===== config.mk =====
export PLATFORM = sky130hd
export DESIGN_NAME = regfile_wb_arbiter_flat
export DESIGN_NICKNAME = d
export VERILOG_FILES = /design/src/rtl/regfile_pkg.sv /design/src/rtl/regfile_wb_arbiter_if.sv /design/src/rtl/rr_arb2.sv /design/src/rtl/regfile_wb_arbiter.sv /design/src/flat_wrapper.sv
export SDC_FILE = /design/constraint.sdc
export NUM_CORES = 1
export LEC_CHECK = 0
export BUFFER_PORTS_ARGS = -buffer_cell sky130_fd_sc_hd__buf_4
export CAP_MARGIN = 20
export CORE_MARGIN = 2
export CORE_UTILIZATION = 35
export DETAILED_ROUTE_END_ITERATION = 10
export GPL_TIMING_DRIVEN = 0
export PLACE_DENSITY = 0.72
export SYNTH_ARGS = -nofsm -noshare
export SYNTH_HDL_FRONTEND = slang
export SYNTH_SLANG_ARGS = --single-unit

===== constraint.sdc =====
create_clock -name clk -period 1.99 [get_ports clk]
set_clock_uncertainty 0.1 [all_clocks]
set_input_delay 0 -clock clk [delete_from_list [all_inputs] [get_ports clk]]
set_output_delay 0 -clock clk [all_outputs]
set_load 0.005 [all_outputs]

===== src/rtl/regfile_pkg.sv =====
// Shared types and default widths for the register-file writeback arbiter.
//   REG_AW / REG_DW : default register index / data widths
//   wb_state_t      : writeback controller state (clear sequence or normal run)
//   wb_src_t        : writeback source identifier (ALU result or memory data)
package regfile_pkg;

    localparam int unsigned REG_AW = 5;
    localparam int unsigned REG_DW = 32;

    typedef enum logic {WB_CLEAR, WB_RUN} wb_state_t;

    typedef enum logic {SRC_ALU = 1'b0, SRC_MEM = 1'b1} wb_src_t;

endpackage : regfile_pkg


===== src/rtl/regfile_wb_arbiter_if.sv =====
// Bus bundle between the two writeback sources, the arbiter and the register
// file write port.
//   req0_*      : src0 (ALU) valid/addr/data in, ready out
//   req1_*      : src1 (MEM) valid/addr/data in, ready out
//   WE3/AD3/WD3 : register file write enable / address / data
//   busy        : clear sequence in progress
// Modports: master = sources + register file side, slave = arbiter side.
interface regfile_wb_arbiter_if
    import regfile_pkg::*;
#(
    parameter int unsigned AW = REG_AW,
    parameter int unsigned DW = REG_DW
);

    logic          req0_valid;
    logic [AW-1:0] req0_addr;
    logic [DW-1:0] req0_data;
    logic          req0_ready;

    logic          req1_valid;
    logic [AW-1:0] req1_addr;
    logic [DW-1:0] req1_data;
    logic          req1_ready;

    logic          WE3;
    logic [AW-1:0] AD3;
    logic [DW-1:0] WD3;
    logic          busy;

    modport master (
        output req0_valid, req0_addr, req0_data,
        output req1_valid, req1_addr, req1_data,
        input  req0_ready, req1_ready,
        input  WE3, AD3, WD3, busy
    );

    modport slave (
        input  req0_valid, req0_addr, req0_data,
        input  req1_valid, req1_addr, req1_data,
        output req0_ready, req1_ready,
        output WE3, AD3, WD3, busy
    );

endinterface : regfile_wb_arbiter_if


===== src/rtl/rr_arb2.sv =====
// Two-requester round-robin arbiter.
//   clk, rst  : clock, synchronous active-high reset
//   req_i     : request vector, bit n = requester n
//   enable_i  : grants are only issued while high
//   grant_c   : combinational grant, one-hot or zero
// The pointer names the requester that wins the next tie; after any grant it
// moves to the other requester, so a loser never waits more than one cycle.
module rr_arb2 (
    input  logic       clk,
    input  logic       rst,
    input  logic [1:0] req_i,
    input  logic       enable_i,
    output logic [1:0] grant_c
);

    logic rr_ptr_q;
    logic rr_ptr_d;

    // Grant selection and pointer update
    always_comb begin
        grant_c  = 2'b00;
        rr_ptr_d = rr_ptr_q;
        if (enable_i) begin
            case (req_i)
                2'b01:   grant_c = 2'b01;
                2'b10:   grant_c = 2'b10;
                2'b11:   grant_c = rr_ptr_q ? 2'b10 : 2'b01;
                default: grant_c = 2'b00;
            endcase
        end
        if (grant_c[0]) begin
            rr_ptr_d = 1'b1;
        end else if (grant_c[1]) begin
            rr_ptr_d = 1'b0;
        end
    end

    // Pointer register
    always_ff @(posedge clk) begin
        if (rst) begin
            rr_ptr_q <= 1'b0;
        end else begin
            rr_ptr_q <= rr_ptr_d;
        end
    end

endmodule : rr_arb2


===== src/rtl/regfile_wb_arbiter.sv =====
// Owner of the register file write port (WE3/AD3/WD3). Arbitrates ALU (src0)
// and memory (src1) writebacks round-robin, drops writes to x0 after
// accepting them, and registers the winning write one cycle after acceptance.
//   clk, rst : clock, synchronous active-high reset
//   bus      : slave side of regfile_wb_arbiter_if (requests, ready, write port, busy)
// Build option REGFILE_CLEAR_EN: when defined, every reset is followed by a
// sequence writing zero to registers 1..2**AW-1 (busy high, ready low) before
// normal operation; when undefined, requests are accepted right after reset.
module regfile_wb_arbiter
    import regfile_pkg::*;
#(
    parameter int unsigned ADDRESS_WIDTH = REG_AW,
    parameter int unsigned DATA_WIDTH    = REG_DW
) (
    input  logic                 clk,
    input  logic                 rst,
    regfile_wb_arbiter_if.slave  bus
);

    localparam int unsigned AW = ADDRESS_WIDTH;
    localparam int unsigned DW = DATA_WIDTH;

    logic [1:0]    grant;
    logic          arb_en;
    logic          clearing;
    logic [AW-1:0] clr_addr;
    wb_src_t       sel_src;
    logic [AW-1:0] sel_addr;
    logic [DW-1:0] sel_data;

    logic          we_q, we_d;
    logic [AW-1:0] ad_q, ad_d;
    logic [DW-1:0] wd_q, wd_d;

    rr_arb2 u_arb (
        .clk      (clk),
        .rst      (rst),
        .req_i    ({bus.req1_valid, bus.req0_valid}),
        .enable_i (arb_en),
        .grant_c  (grant)
    );

    assign bus.req0_ready = grant[0];
    assign bus.req1_ready = grant[1];

`ifdef REGFILE_CLEAR_EN
    wb_state_t     state_q, state_d;
    logic [AW-1:0] clr_cnt_q, clr_cnt_d;

    // State and clear counter registers
    always_ff @(posedge clk) begin
        if (rst) begin
            state_q   <= WB_CLEAR;
            clr_cnt_q <= AW'(1);
        end else begin
            state_q   <= state_d;
            clr_cnt_q <= clr_cnt_d;
        end
    end

    // Next state: leave CLEAR once the top register index has been issued
    always_comb begin
        state_d   = state_q;
        clr_cnt_d = clr_cnt_q;
        case (state_q)
            WB_CLEAR: begin
                clr_cnt_d = clr_cnt_q + AW'(1);
                if (clr_cnt_q == {AW{1'b1}}) begin
                    state_d = WB_RUN;
                end
            end
            WB_RUN: begin
                state_d = WB_RUN;
            end
        endcase
    end

    assign clearing = (state_q == WB_CLEAR);
    assign clr_addr = clr_cnt_q;
`else
    assign clearing = 1'b0;
    assign clr_addr = '0;
`endif

    assign arb_en   = ~clearing;
    assign bus.busy = clearing;

    // Route the granted source onto the write path
    assign sel_src  = grant[1] ? SRC_MEM : SRC_ALU;
    assign sel_addr = (sel_src == SRC_MEM) ? bus.req1_addr : bus.req0_addr;
    assign sel_data = (sel_src == SRC_MEM) ? bus.req1_data : bus.req0_data;

    // Write-port next value; x0 requests are consumed without a write strobe
    always_comb begin
        we_d = 1'b0;
        ad_d = ad_q;
        wd_d = wd_q;
        if (clearing) begin
            we_d = 1'b1;
            ad_d = clr_addr;
            wd_d = '0;
        end else if (|grant) begin
            we_d = (sel_addr != '0);
            ad_d = sel_addr;
            wd_d = sel_data;
        end
    end

    // Write-port output registers
    always_ff @(posedge clk) begin
        if (rst) begin
            we_q <= 1'b0;
            ad_q <= '0;
            wd_q <= '0;
        end else begin
            we_q <= we_d;
            ad_q <= ad_d;
            wd_q <= wd_d;
        end
    end

    assign bus.WE3 = we_q;
    assign bus.AD3 = ad_q;
    assign bus.WD3 = wd_q;

endmodule : regfile_wb_arbiter

===== src/flat_wrapper.sv =====
// flat-port wrapper written by rule: the top's interface ports become plain ports
module regfile_wb_arbiter_flat import regfile_pkg::*;
#(
    parameter int unsigned ADDRESS_WIDTH = REG_AW,
    parameter int unsigned DATA_WIDTH    = REG_DW
)
  (clk, rst, bus_req0_valid, bus_req0_addr, bus_req0_data, bus_req1_valid, bus_req1_addr, bus_req1_data, bus_req0_ready, bus_req1_ready, bus_WE3, bus_AD3, bus_WD3, bus_busy);
  regfile_wb_arbiter_if bus_i ();
  input  logic clk;
  input  logic rst;
  input wire logic [$bits(bus_i.req0_valid)-1:0] bus_req0_valid;
  input wire logic [$bits(bus_i.req0_addr)-1:0] bus_req0_addr;
  input wire logic [$bits(bus_i.req0_data)-1:0] bus_req0_data;
  input wire logic [$bits(bus_i.req1_valid)-1:0] bus_req1_valid;
  input wire logic [$bits(bus_i.req1_addr)-1:0] bus_req1_addr;
  input wire logic [$bits(bus_i.req1_data)-1:0] bus_req1_data;
  output wire logic [$bits(bus_i.req0_ready)-1:0] bus_req0_ready;
  output wire logic [$bits(bus_i.req1_ready)-1:0] bus_req1_ready;
  output wire logic [$bits(bus_i.WE3)-1:0] bus_WE3;
  output wire logic [$bits(bus_i.AD3)-1:0] bus_AD3;
  output wire logic [$bits(bus_i.WD3)-1:0] bus_WD3;
  output wire logic [$bits(bus_i.busy)-1:0] bus_busy;
  assign bus_i.req0_valid = bus_req0_valid;
  assign bus_i.req0_addr = bus_req0_addr;
  assign bus_i.req0_data = bus_req0_data;
  assign bus_i.req1_valid = bus_req1_valid;
  assign bus_i.req1_addr = bus_req1_addr;
  assign bus_i.req1_data = bus_req1_data;
  assign bus_req0_ready = bus_i.req0_ready;
  assign bus_req1_ready = bus_i.req1_ready;
  assign bus_WE3 = bus_i.WE3;
  assign bus_AD3 = bus_i.AD3;
  assign bus_WD3 = bus_i.WD3;
  assign bus_busy = bus_i.busy;
  regfile_wb_arbiter #(.ADDRESS_WIDTH(ADDRESS_WIDTH), .DATA_WIDTH(DATA_WIDTH)) u_core (.clk(clk), .rst(rst), .bus(bus_i));
endmodule

After elaboration in Yosys (flattened, before gate mapping)
Index checks and enable logic that the tools add are counted.
{ "word_totals": {"regBits": 39, "out_inout_bits": 41} }
{ "op_classes": {"eq_ne": 3, "n_mux": 7, "bitwise": 1, "n_reduce_logical": 4} }
{ "ops": {"columns": ["op", "n"], "rows": [
  ["$mux 32", 1],
  ["$pmux 2 s3", 1],
  ["$mux 5", 1],
  ["$reduce_bool 5->1", 1],
  ["$eq 2x2->1 const B", 2],
  ["$reduce_or 2->1", 2],
  ["$mux 1", 3],
  ["$eq 2x1->1 const B", 1],
  ["$mux 2", 1],
  ["$reduce_bool 2->1", 1],
  ["$not 1->1", 1]
]} }

Depth between registers and ports, before layout
Gate-level depths: netlist of run 1.
{ "depth": {"depth_word": 5, "ltp_mapped": 6} }

Cells and area by module
Synthesis of run 1 repeated with hierarchy kept, for this count alone.
{ "unflattened": {"hier_cells": 182, "area_unflattened_um2": 1914.3} }
{ "by_module_without_submodules": {"columns": ["module", "instances", "cells_per_inst", "area_each_um2", "seq_area_each_um2"], "rows": [
  ["regfile_wb_arbiter", 1, 173, 1851.8, 760.7],
  ["rr_arb2", 1, 9, 62.6, 20.0]
]} }

Worst setup path after synthesis of run 1
Ideal clock, no wire load.
{ "synth_path": {"path_kind": "reg2reg", "start": "reg u_core.u_arb.rr_ptr_q", "end": "reg u_core.wd_q[11], in the netlist u_core.bus.WD3[11]", "setup_time_ns": 0.119, "arrival_time_ns": 1.117, "required_time_ns": 1.771, "path_slack_ns": 0.655, "path_stages_with_launch": 6, "period_less_slack_ns": 1.335, "path_cell_list": "dfxtp_1 buf_2 a21bo_4 buf_6 buf_6 o221a_1"} }
{ "synth_via": {"elab_chain_len": 4, "elab_cells_between_ends": 5} }
{ "synth_rtl": {"columns": ["item", "line_no", "text"], "rows": [
  ["start: declaration", "rr_arb2.sv:16", "logic rr_ptr_q;"],
  ["start signal: assignment", "rr_arb2.sv:43", "rr_ptr_q <= rr_ptr_d;"],
  ["$mux 2 *", "rr_arb2.sv:27", "2'b11: grant_c = rr_ptr_q ? 2'b10 : 2'b01;"],
  ["$pmux 2 s3 *", "rr_arb2.sv:24", "case (req_i)"],
  ["$mux 1", "regfile_wb_arbiter.sv:89", "assign sel_src = grant[1] ? SRC_MEM : SRC_ALU;"],
  ["$mux 32", "regfile_wb_arbiter.sv:91", "assign sel_data = (sel_src == SRC_MEM) ? bus.req1_data : bus.req0_data;"],
  ["end signal: assignment", "regfile_wb_arbiter.sv:118", "wd_q <= wd_d;"],
  ["end: declaration", "regfile_wb_arbiter.sv:33", "logic [DW-1:0] wd_q, wd_d;"]
]} }
Every way passes the cells marked *; elsewhere a longest branch is shown, timed or not.
A chain may end at the register's enable or synchronous reset.

Worst setup path after layout of run 1
{ "layout_path": {"start": "reg u_core.u_arb.rr_ptr_q", "end": "reg u_core.wd_q[16], in the netlist u_core.bus.WD3[16]"} }
The elaborated chain is that of the path after synthesis.

==> results.md, run 1 <==
* Bufs on Longest Clock Path at 2
* Final slew viol count at 0
* Via count at ~2600
* FMAX at 0.518 GHz
* Simple-gate area share of the yosys netlist at 0.120
* Initial antenna violation count at 0
* Htree depth at 2
* Startpoint types: flip-flop
* Maxcap violations at 0
* Syn Inst Count at 251
* Yosys top cell by area: dfxtp_1
* Clock sinks at 39
* Count of final hold-check violations at 0
* Peak VDD IR at 0.284 mV
* Die Wd at 80.5 um
* Multi-input logic area at 1030 um2
* Post-CTS Setup Bufs at 0
* Seq/Total Area, Yosys at 0.382
* RSZ-0062 raised after global routing: no
* Most frequent cells after synthesis: dfxtp_1 (39), nor2_1 (38), a21oi_1 (37)
* Worst endpoint data arrival time at approximately 2000 ps
* Routed WL per cell at 15.2 um
* I/O Buffers at 115
* Global route total overflow at 0
* CTS tree: done
* Worst setup path start: u_core.u_arb.rr_ptr_q$_SDFFE_PP0N_
* GPL Wtd Cong at approximately 0.84
* YS warnings at 0
* Total Neg Setup Slack at 0 ps
* Synth Net Count at 329
* Layout cells sized above 1 at 0.394
* Library cells used by synthesis at 24
* Critical Path RT at approximately 2100 ps
* Core area at approximately 5600 um2
* Tightest Hold Check Type: primary input to flip-flop
* Post-DRT Antenna Nets at 0
* Cell area after synthesis at 2050 um2
* First-pass GRT wire length at ~12 mm
* Setup crit end kind: flip-flop
* PD cells at 577 nW/um2
* Final Util at 0.668
* Post-synthesis mux area share at 0
* Asr flop ratio synth at 0
* Compound-Gate Fraction of Synth Area at 0.376
* Worst-path fanout max at 10
* Antenna Cells at 0
* Crit path time final at just under 2000 ps
* Clock Latency Late Sink at 290 ps
* Top FF cell, synth: dfxtp_1
* Seq cells post-synth at 39
* IO Count at 119
* Status: completed
* Vias in the first global route at between 2000 and 3000
* Synth Area per Inst at 8.15 um2
* Worst setup path class: flip-flop to flip-flop
* DR iter-0 viols at 117
* Synth Area in Adders at 0
* Pin count of the biggest net entering global routing at 12
* Routed WL at 7.72 mm
* Hpwl dp at approximately 5 mm
* Actual slew at the worst max-slew pin at 725 ps
* Synth Area in XOR/XNOR at 0
* Yosys top cell area share at 0.382
* Die area at roughly 6500 um2
* Hold_sp: bus_req1_data[11]
* EDFF count, synth at 0
* Endpoints failing setup at 0
* # rows at 27
* Root buffer cell: clkbuf_8
* Tot GR Track Use at 0.244
* Slew headroom at 0.517
* TritonRoute pass-1 iters at 4
* Clk pin slew, worst setup/hold paths at 80 ps
* CTS Buf Count at 5
* Synth top area cells: dfxtp_1 (38%), o221a_2 (9.4%), a21oi_1 (9.1%)
* Initial Utilization at 0.367
* Synth-to-layout area growth at 82.0%
* Main combinational cell family by area after synthesis: compound AO/OA/AOI/OAI gates
* Period utilization at 0.971
* Remaining DRCs at 0
* Fill count at 499
* Final net count at 511
* Vias per cell at 5.09
* Reg2reg start: u_core.u_arb.rr_ptr_q$_SDFFE_PP0N_
* Die Y at 80.5 um
* Most frequent cell after synthesis: dfxtp_1
* Sequential cell area at 781 um2
* P_leak at about 1.8 nW
[final cells by class]
type                            count  share of cell area
Buffer                             27              0.0444
Clock buffer                        8              0.0269
Inverter                           25              0.0255
Multi-Input combinational cell    160               0.276
Sequential cell                    39               0.210
Tap cell                           72              0.0242
Timing Repair Buffer              175               0.393
[state kept, by name (all words and copies together), names as in the netlist]
signal                 flops
u_core.bus.WE3             1
u_core.bus.WD3            32
u_core.bus.AD3             5
u_core.u_arb.rr_ptr_q      1
[per-stage QoR]
stage | hold slack [ps] | setup slack, ps | cells | total power [mW] | instance area (um2)
4_1_cts | 1.51 | 17.1 | 506 | 2.14 | 3700
3_5_place_dp | 165 | 507 | 438 | 1.44 | 3000
2_1_floorplan | 41.0 | 655 | 251 | 1.16 | 2050
6_report | 6.89 | 58.2 | 506 | 2.15 | 3720
3_3_place_gp | 159 | 526 | 438 | 1.43 | 3000
5_1_grt | 11.5 | 8.33 | 506 | 2.25 | 3720
[worst max-delay path, stage by stage (launching register included)]
cell	delay (ps)
dfxtp_1	310
buf_6	130
a21bo_4	220
buf_8	140
buf_8	140
o221a_1	230
dlygate4sd3_1	550
[cells by family (layout without fill, tap and decap cells)]
family                 after synthesis  after routing
buffers and inverters               52            235
other                                1              1
AO/OA/AOI/OAI                      100            100
AND/OR/NAND/NOR                     59             59
flip-flops                          39             39
[final timing paths]
check	to	slack, ps	cells past startpoint
setup / recovery	u_core.bus.WD3[16]$_SDFFE_PP0N_	60	6
hold / removal	u_core.bus.WD3[11]$_SDFFE_PP0N_	7	4
setup reg to reg	u_core.bus.WD3[16]$_SDFFE_PP0N_	60	6
hold reg to reg	u_core.bus.WD3[4]$_SDFFE_PP0N_	440	2
[cell usage in the layout, fill, tap and decap left out, types with 2 or more instances in the layout]
master	netlist	final
o221a_2	17	17
buf_1	2	2
a31oi_1	23	23
a211oi_2	9	10
dlygate4sd3_1	0	60
buf_8	0	2
a21oi_1	37	37
clkbuf_1	9	10
buf_4	2	117
nand2_1	14	14
inv_1	24	24
nor2_1	38	38
a211oi_1	6	5
clkbuf_8	0	7
dfxtp_1	39	39
or4_1	2	2
buf_6	4	3
buf_2	10	9
o221a_1	6	6
[layer usage]
layer	track usage	share of wire	wire length, um	vias to the layer above
met1	0.282	0.41	3140	1197
met3	0.0472	0.052	401	20
met4	0.103	0.027	210	0
li1	-	-	-	1267
met2	0.436	0.51	3960	94
met5	0	0	0	-
[timing repair]
item,4_1_cts,5_1_grt
hold buffers,60,0
endpoints found under the setup margin,0,9
endpoints found under the hold margin,38,0
resized for setup,0,7
[power by group]
| group | internal (mW) | switching [mW] | leakage [nW] |
|---|---|---|---|
| clock network | 0.317 | 0.287 | 0.0515 |
| registers | 0.848 | 0.0380 | 0.325 |
| logic | 0.390 | 0.269 | 1.40 |
(Power assumes the default switching activity.)
==> inputs of run 2 (changes only) <==
--- a/config.mk
+++ b/config.mk
@@ -10,7 +10,6 @@
 export CORE_MARGIN = 2
 export CORE_UTILIZATION = 35
 export DETAILED_ROUTE_END_ITERATION = 10
-export GPL_TIMING_DRIVEN = 0
 export PLACE_DENSITY = 0.72
 export SYNTH_ARGS = -nofsm -noshare
 export SYNTH_HDL_FRONTEND = slang
==> run 2 against run 1 <==
- the flow now finishes with violations (negative setup slack)
- register-to-register slack improved by 120 ps
- final cell count fell by 6.3%
- power fell by 6.7%
- sequential power barely moved
- hold slack got worse by 1.1 ps
- utilization fell by 4.4 points
- maximum frequency fell by 4.6%
- combinational power fell by 9.3%
- count of clock-buffer cells in the layout fell by 3
- critical path type is now primary input to flip-flop
- largest cell class unchanged
==> results.md, run 2 (synthesis gave the netlist of run 1 again) <==
* First-pass GRT wire length at 11.2 mm
* Post-route worst setup slack at -34.9 ps
* Maxcap violations at 0
* Hpwl dp at roughly 4.3 mm
* Clock Latency Late Sink at 290 ps
* Status: finished, violations left
* Endpoints failing setup at 1
* Actual slew at the worst max-slew pin at approximately 670 ps
* Critical Path RT at 2050 ps
* Pin count of the biggest net entering global routing at 52
* IO Count at 119
* CTS tree: done
* Die Y at 80.5 um
* Core area at 5570 um2
* Die area at 6470 um2
* Sequential Power Share at 0.441
* Worst path slowest cell: dlygate4sd3_1
* Slew headroom at 0.555
* Final net count at 479
* Root buffer cell: clkbuf_8
* Clock sinks at 39
* DR iter-0 viols at 117
* Clk pin slew, worst setup/hold paths at 90 ps
* Htree depth at 2
* Worst-path fanout max at 2
* Synth-to-layout area growth at 70.0%
* Tightest Hold Check Type: primary input to flip-flop
* Via count at 2504
* TritonRoute pass-1 iters at 4
* P_leak at 1.64 nW
* Crit path time final at 2020 ps
* Startpoint types: primary input
* Routed WL at 7.28 mm
* Antenna Cells at 0
* Layout cells sized above 1 at 0.396
* Initial Utilization at 0.367
* Post-Place Cell Area at 2880 um2
* Critical Path, Cell by Cell: dlygate4sd3_1 > buf_4 > or4_1 > nor3_2 > dlygate4sd3_1 > nor4_2
* Die Wd at 80.5 um
* Worst setup path class: primary input to flip-flop
* Setup crit end kind: flip-flop
* Commonest non-fill, non-tap cell in the layout: buf_4
* Finished Cell Area at 3480 um2
* Tot GR Track Use at 0.222
* Routed WL per cell at 15.4 um
* I/O Buffers at 117
* Max stage delay on crit path at 590 ps
* Switching Share at 0.286
* Vias per cell at 5.28
* # rows at 27
* Clk pwr share at 0.261
* Net switching power at 0.573 mW
* CTS Buf Count at 5
* Final slew viol count at 0
* Count of final hold-check violations at 0
* Global route total overflow at 0
* Total Neg Setup Slack at -34.9 ps
* Comb pwr share at 0.298
* Failing checks: negative setup slack
* Remaining DRCs at 0
* Total power draw at between 2 and 2.5 mW
* Initial antenna violation count at 0
* Final hold slack at 5.81 ps
* Worst endpoint data arrival time at 2090 ps
* Most common cell on crit path: dlygate4sd3_1
* Peak VDD IR at 0.347 mV
* GPL Wtd Cong at between 0.7 and 0.8
* Internal power at 1.43 mW
* Post-DRT Antenna Nets at 0
* Bufs on Longest Clock Path at 2
* PD cells at 577 nW/um2
* Max reg flops at 32
* Most frequent cells in the layout: buf_4 (119), dlygate4sd3_1 (51), dfxtp_1 (39)
* Vias in the first global route at 2433
* Period utilization at 1.02
* FMAX at 0.494 GHz
[run 2: changes by cell type in the layout (fill, tap and decap cells not counted), sizes merged]
cell,before,now
buf,133,119
clkbuf,17,5
dlygate4sd3,60,51
clkinv,1,4
[run 2: layout make-up]
| class | instances | area, um2 |
|---|---|---|
| Timing Repair Buffer | 170 | 1400 |
| Tap cell | 72 | 90.1 |
| Clock buffer | 5 | 68.8 |
| Multi-Input combinational cell | 160 | 1020 |
| Clock inverter | 3 | 15.0 |
| Sequential cell | 39 | 781 |
| Inverter | 25 | 95.1 |
| Fill cell | 489 | 2100 |
[run 2: power groups by stage]
stage	logic, mW	registers (mW)	clock network, mW
3_3_place_gp	0.498	0.901	0
4_1_cts	0.589	0.884	0.533
2_1_floorplan	0.255	0.903	0
6_report	0.598	0.885	0.523
3_5_place_dp	0.508	0.902	0
5_1_grt	0.647	0.892	0.567
[run 2: final timing paths]
kind | slack, ps | startpoint | end | cells past startpoint
setup / recovery | -30 | bus_req0_addr[3] | u_core.bus.WE3$_SDFF_PP0_ | 6
hold / removal | 6 | bus_req0_data[0] | u_core.bus.WD3[0]$_SDFFE_PP0N_ | 3
setup reg to reg | 180 | u_core.u_arb.rr_ptr_q$_SDFFE_PP0N_ | u_core.bus.WE3$_SDFF_PP0_ | 4
hold reg to reg | 400 | u_core.bus.WD3[26]$_SDFFE_PP0N_ | u_core.bus.WD3[26]$_SDFFE_PP0N_ | 2
[run 2: layer usage]
metal | vias to the layer above | wire, um | track usage
li1 | 1195 | - | -
met1 | 1138 | 2790 | 0.257
met2 | 133 | 3700 | 0.370
met3 | 38 | 463 | 0.0472
met4 | 0 | 320 | 0.136
met5 | - | 0 | 0
[run 2: repair_timing]
| item | CTS | global route |
|---|---|---|
| endpoints found under the setup margin | 0 | 1 |
| endpoints found under the hold margin | 38 | 0 |
| hold buffers | 51 | 0 |
| setup buffers | 0 | 0 |
| gates resized for setup | 0 | 1 |
[run 2: worst max-delay path, delay by kind of cell]
family | cells | cell delay [ps]
buffers and inverters | 3 | 1310
and+or+nand+nor | 3 | 770
[run 2: stage by stage]
| step | cells | utilization | setup WS (ps) |
|---|---|---|---|
| detailed placement | 415 | 0.516 | 225 |
| global route | 474 | 0.624 | -61.4 |
| global placement | 415 | 0.516 | 259 |
| CTS | 474 | 0.623 | 124 |
| finish | 474 | 0.624 | -34.9 |
| floorplan | 251 | - | 655 |
